**config.mk**
```make
export PLATFORM = sky130hd
export DESIGN_NAME = ap_bus_arbiter
export DESIGN_NICKNAME = d
export VERILOG_FILES = /design/src/rtl/ap_bus_arbiter.sv
export SDC_FILE = /design/constraint.sdc
export NUM_CORES = 1
export LEC_CHECK = 0
export ABC_AREA = 1
export BUFFER_PORTS_ARGS = -buffer_cell sky130_fd_sc_hd__buf_2
export CORE_AREA = 2 2 122 124
export CTS_CLUSTER_DIAMETER = 30
export DETAILED_ROUTE_END_ITERATION = 10
export DIE_AREA = 0 0 124 126
export GPL_ROUTABILITY_DRIVEN = 1
export MAX_ROUTING_LAYER = met4
export PLACE_DENSITY = 0.54
export SYNTH_ARGS = -nofsm -noshare
export SYNTH_HDL_FRONTEND = slang
export SYNTH_SLANG_ARGS = --single-unit
```
**constraint.sdc**
```tcl
create_clock -name AFT_CLK -period 3.9 [get_ports AFT_CLK]
set_input_delay 0.39 -clock AFT_CLK [delete_from_list [all_inputs] [get_ports AFT_CLK]]
set_output_delay 0.39 -clock AFT_CLK [all_outputs]
set_load 0.02 [all_outputs]
```
**src/rtl/ap_bus_arbiter.sv**
```systemverilog
// Two-requester round-robin bus arbiter with bounded burst lock and stall timeout abort.
// Requester 0 is the JTAG AHB access point; requester 1 is a second debug bus master.
module ap_bus_arbiter #(
  parameter int unsigned ADDR_W    = 32,
  parameter int unsigned DATA_W    = 32,
  parameter int unsigned MAX_BURST = 8,
  parameter int unsigned TIMEOUT   = 255
) (
  input  logic              AFT_CLK,
  input  logic              nRST,
  input  logic              req0_ren,
  input  logic              req0_wen,
  input  logic [ADDR_W-1:0] req0_addr,
  input  logic [DATA_W-1:0] req0_wdata,
  input  logic [3:0]        req0_strobe,
  output logic [DATA_W-1:0] req0_rdata,
  output logic              req0_stall,
  output logic              req0_err,
  input  logic              req1_ren,
  input  logic              req1_wen,
  input  logic [ADDR_W-1:0] req1_addr,
  input  logic [DATA_W-1:0] req1_wdata,
  input  logic [3:0]        req1_strobe,
  output logic [DATA_W-1:0] req1_rdata,
  output logic              req1_stall,
  output logic              req1_err,
  output logic              bus_ren,
  output logic              bus_wen,
  output logic [ADDR_W-1:0] bus_addr,
  output logic [DATA_W-1:0] bus_wdata,
  output logic [3:0]        bus_strobe,
  input  logic [DATA_W-1:0] bus_rdata,
  input  logic              bus_request_stall,
  output logic [1:0]        grant,
  output logic              busy
);

  localparam int unsigned BW = $clog2(MAX_BURST + 1);
  localparam int unsigned TW = $clog2(TIMEOUT + 1);

  typedef enum logic [1:0] {StIdle, StXfer, StAbort} state_e;

  state_e        state_q, state_d;
  logic          owner_q, owner_d;
  logic          last_grant_q, last_grant_d;
  logic [BW-1:0] burst_cnt_q, burst_cnt_d;
  logic [TW-1:0] timer_q, timer_d;

  logic              act0, act1, own_act, oth_act;
  logic              own_ren, own_wen, completion;
  logic [ADDR_W-1:0] own_addr;
  logic [DATA_W-1:0] own_wdata;
  logic [3:0]        own_strobe;

  assign act0       = req0_ren | req0_wen;
  assign act1       = req1_ren | req1_wen;
  assign own_act    = owner_q ? act1 : act0;
  assign oth_act    = owner_q ? act0 : act1;
  assign own_ren    = owner_q ? req1_ren : req0_ren;
  assign own_wen    = owner_q ? req1_wen : req0_wen;
  assign own_addr   = owner_q ? req1_addr : req0_addr;
  assign own_wdata  = owner_q ? req1_wdata : req0_wdata;
  assign own_strobe = owner_q ? req1_strobe : req0_strobe;
  assign completion = (state_q == StXfer) && own_act && !bus_request_stall;

  always_ff @(posedge AFT_CLK or negedge nRST) begin
    if (!nRST) begin
      state_q      <= StIdle;
      owner_q      <= 1'b0;
      last_grant_q <= 1'b1;
      burst_cnt_q  <= '0;
      timer_q      <= '0;
    end else begin
      state_q      <= state_d;
      owner_q      <= owner_d;
      last_grant_q <= last_grant_d;
      burst_cnt_q  <= burst_cnt_d;
      timer_q      <= timer_d;
    end
  end

  always_comb begin
    state_d      = state_q;
    owner_d      = owner_q;
    last_grant_d = last_grant_q;
    burst_cnt_d  = burst_cnt_q;
    timer_d      = timer_q;
    unique case (state_q)
      StIdle: begin
        if (act0 || act1) begin
          owner_d     = (act0 && act1) ? ~last_grant_q : act1;
          state_d     = StXfer;
          burst_cnt_d = '0;
          timer_d     = '0;
        end
      end
      StXfer: begin
        if (!own_act) begin
          state_d      = StIdle;
          last_grant_d = owner_q;
        end else if (!bus_request_stall) begin
          timer_d = '0;
          // Hand the bus over when the other side waits or the burst quota is used up.
          if (oth_act || (burst_cnt_q == BW'(MAX_BURST - 1))) begin
            state_d      = StIdle;
            last_grant_d = owner_q;
          end else begin
            burst_cnt_d = burst_cnt_q + 1'b1;
          end
        end else if (timer_q == TW'(TIMEOUT - 1)) begin
          state_d = StAbort;
        end else begin
          timer_d = timer_q + 1'b1;
        end
      end
      StAbort: begin
        state_d      = StIdle;
        last_grant_d = owner_q;
      end
      default: state_d = StIdle;
    endcase
  end

  always_comb begin
    bus_ren    = 1'b0;
    bus_wen    = 1'b0;
    bus_addr   = '0;
    bus_wdata  = '0;
    bus_strobe = '0;
    req0_rdata = '0;
    req1_rdata = '0;
    req0_stall = act0;
    req1_stall = act1;
    req0_err   = 1'b0;
    req1_err   = 1'b0;
    if (state_q == StXfer) begin
      // Simultaneous ren and wen is treated as a write.
      bus_ren    = own_ren & ~own_wen;
      bus_wen    = own_wen;
      bus_addr   = own_addr;
      bus_wdata  = own_wdata;
      bus_strobe = own_strobe;
      if (owner_q) begin
        req1_stall = ~completion;
        req1_rdata = bus_rdata;
      end else begin
        req0_stall = ~completion;
        req0_rdata = bus_rdata;
      end
    end else if (state_q == StAbort) begin
      if (owner_q) begin
        req1_stall = 1'b0;
        req1_err   = 1'b1;
      end else begin
        req0_stall = 1'b0;
        req0_err   = 1'b1;
      end
    end
  end

  assign grant = (state_q == StIdle) ? 2'b00 : {owner_q, ~owner_q};
  assign busy  = (state_q != StIdle);

endmodule
```
==> qor.yml <==
outcome:
  status: "complete, no violations"
worst_setup_path:
  crit_path_start: "owner_q"
  cp-start-kind: "flop"
  crit_path_max_fanout: 40
  critPathSlowestCell: "inv_2"
  path_depth: 5
  cp_data_required_time_ps: 3510
  critical_path_buf_inv_count: 3
  crit_chain: "inv_2 > buf_4 > nand2_1 > a21oi_1 > buf_2"
  critical_path_class: "flop to primary output"
  r2r-start: "owner_q"
  crit_family: "buffers and inverters"
  critical_path.max_stage_delay_ps: 480
  reg2reg_depth: 8
  cp.arrival_ps: 2110
  end_kind: "primary output"
cts:
  cts_root_buf: "clkbuf_16"
  clkLatencyLatePin_ps: 250
  numCtsBuffers: 3
  cts_tree: "done"
  h-tree-depth: 1
  clkTransAtPathRegs_ps: 50
  post_cts_buffers: 0
  clock-sinks: 16
  cts-hold-fix-buffers: 0
  clockBufferDepth: 2
  cts_resized: 0
sta:
  setup_violations: 0
  fin_tns_setup_ps: 0
  slew_violations: 0
  finalCritPeriodShare_pct: 64.0
  max_freq_ghz: 0.401
  period_minus_slack_ps: 2500
  rsz0062_at_grt: "false"
  hold_viol: 0
  fin_skew_ps: 4.73
  worst_pin_slew_ps: 789
  slew-limit-headroom_pct: 47.4
  holdWs_ps: 58.2
die:
  fp.coreArea_um2: 14300
  initial_core_util_pct: 17.3
  dieHeight_um: 126
  boundaryPins: 316
  rows: 44
  dieArea_um2: 15600
  die_w_um: 124
global_routing:
  antenna_found_initial: 1
  first_global_vias: 3547
  grt_pass1_wl_mm: 18.6
  grtUsageTotal_pct: 15.5
  grt_max_degree: 78
  overflow: 0
pwr:
  power_mw: 3.15
  p_per_area_nw_per_um2: 740
  p_int_mw: 1.12
  vdd_ir_drop_max_v: 0.000340
  p_leak_nw: 2.72
  p_seq_share_pct: 7.3
  clkPwrFrac_pct: 7.1
  pwr-share-comb_pct: 85.6
  power_switching_mw: 2.03
  switching_share_pct: 64.4
drt:
  drt_iter0_drc: 167
  dr.pass1.iters: 4
  wl_per_cell_um: 13.7
  drc_errors: 0
  viasPerCell: 4.18
  vias: 4054
  routed_wl_mm: 13.3
  ant_nets: 0
synthesis:
  ys_ff_latch: 16
  synth.largest_area_cell: "nand2_1"
  avgSynthCellArea_um2: 5.01
  syn_inst: 495
  syn_area_um2: 2480
  yosysSeqAreaShare_pct: 16.2
  synth_nets: 673
  synth_cell_types: 27
  yosysWarnings: 0
  synth_top_area_share_pct: 28.9
  synth.area.top_cells: "nand2_1 29%, dfrtp_1 15%, a21oi_1 14%, nor2_1 12%, inv_1 7.4%"
min_path:
  hp-class: "primary input to async pin"
cells_and_area:
  fin_nets: 964
  mostFrequentLayoutCell: "buf_2"
  final_cell_mix: "315 x buf_2, 190 x nand2_1, 77 x nor2_1, 69 x a21oi_1, 49 x inv_1"
  drive_gt1_share_pct: 43.3
  area_growth_pct: 71.8
flow_run:
  max_cap_viol_count: 0
place:
  finalWeightedCongestion: 0.807
  portBuffers: 315
  dp_hpwl_mm: 10.7
-- through the flow --
step | instance area (um^2) | utilization, % | cells | setup WS, ps
after floorplan | 2480 | - | 495 | 2120
after global placement | 4170 | 29.1 | 965 | 1580
after detailed placement | 4170 | 29.1 | 965 | 1570
after CTS | 4260 | 29.7 | 969 | 1320
after global routing | 4260 | 29.8 | 970 | 1210
final | 4260 | 29.8 | 970 | 1400
-- area by class of cell --
type                       count  area, um^2
antenna                        1        2.50
clock buffer                   4        88.8
fill                        1641       10100
inverter                      50         188
multi-input combinational    395        1730
sequential                    16         403
tap                          184         230
timing repair buffer         320        1610
-- power groups by stage --
stage | combinational, mW | sequential, mW | clock [mW]
2_1_floorplan | 1.84 | 0.230 | 0
3_3_place_gp | 2.74 | 0.233 | 0
3_5_place_dp | 2.72 | 0.233 | 0
4_1_cts | 2.73 | 0.231 | 0.226
5_1_grt | 2.97 | 0.234 | 0.235
6_report | 2.70 | 0.231 | 0.223
-- final timing paths --
check,endpoint,slack (ps)
hold / removal,timer_q[3],60
hold reg to reg,last_grant_q,460
min in group AFT_CLK,last_grant_q,460
setup / recovery,bus_wdata[17],1400
max in group asynchronous,last_grant_q,3520
setup reg to reg,burst_cnt_q[2],1960
-- per-layer routing --
| layer | routed length [um] | share of wire (%) | vias up | track usage [%] |
|---|---|---|---|---|
| met1 | 5630 | 42 | 1758 | 19.6 |
| met3 | 958 | 7.2 | 6 | 1.90 |
| li1 | - | - | 2126 | - |
| met5 | 0 | 0 | - | - |
| met2 | 6580 | 50 | 164 | 27.3 |
| met4 | 78 | 0.59 | 0 | 1.52 |
-- worst register-to-register path, stage by stage, from the launching register on --
cell and delay, ps:
dfrtp_2 400, inv_2 480, nor2_1 200, nor2_2 300, nand2_1 90, nand2_1 90
nand2_1 130, nand2_1 90, nand2_1 50
-- cells in the mapped netlist (all sizes together) --
library cell  instances
a21oi                69
nand4                10
o21ai                16
inv                  50
ha                    3
or2                   1
buf                  25
a31o                  1
clkbuf                9
xor2                  1
nor2                 80
nand2               193
nand3b                2
nand3                16
dfstp                 1
dfrtp                15
xnor2                 1
a32o                  1
a211oi                1
-- kinds of logic after synthesis --
kind of cell / Yosys count / synth area share [%]
compound gates: 88 / 19.0
buf+inv: 84 / 14.0
fa+ha+maj: 3 / 1.51
flops: 16 / 16.2
simple gates: 302 / 48.6
xor+xnor: 2 / 0.706
-- flip-flops by register name (all words and copies together), names as in the netlist --
register / cells
burst_cnt_q: 4
last_grant_q: 1
state_q: 2
owner_q: 1
timer_q: 8
No activity file was read; power rests on OpenSTA's default activity.
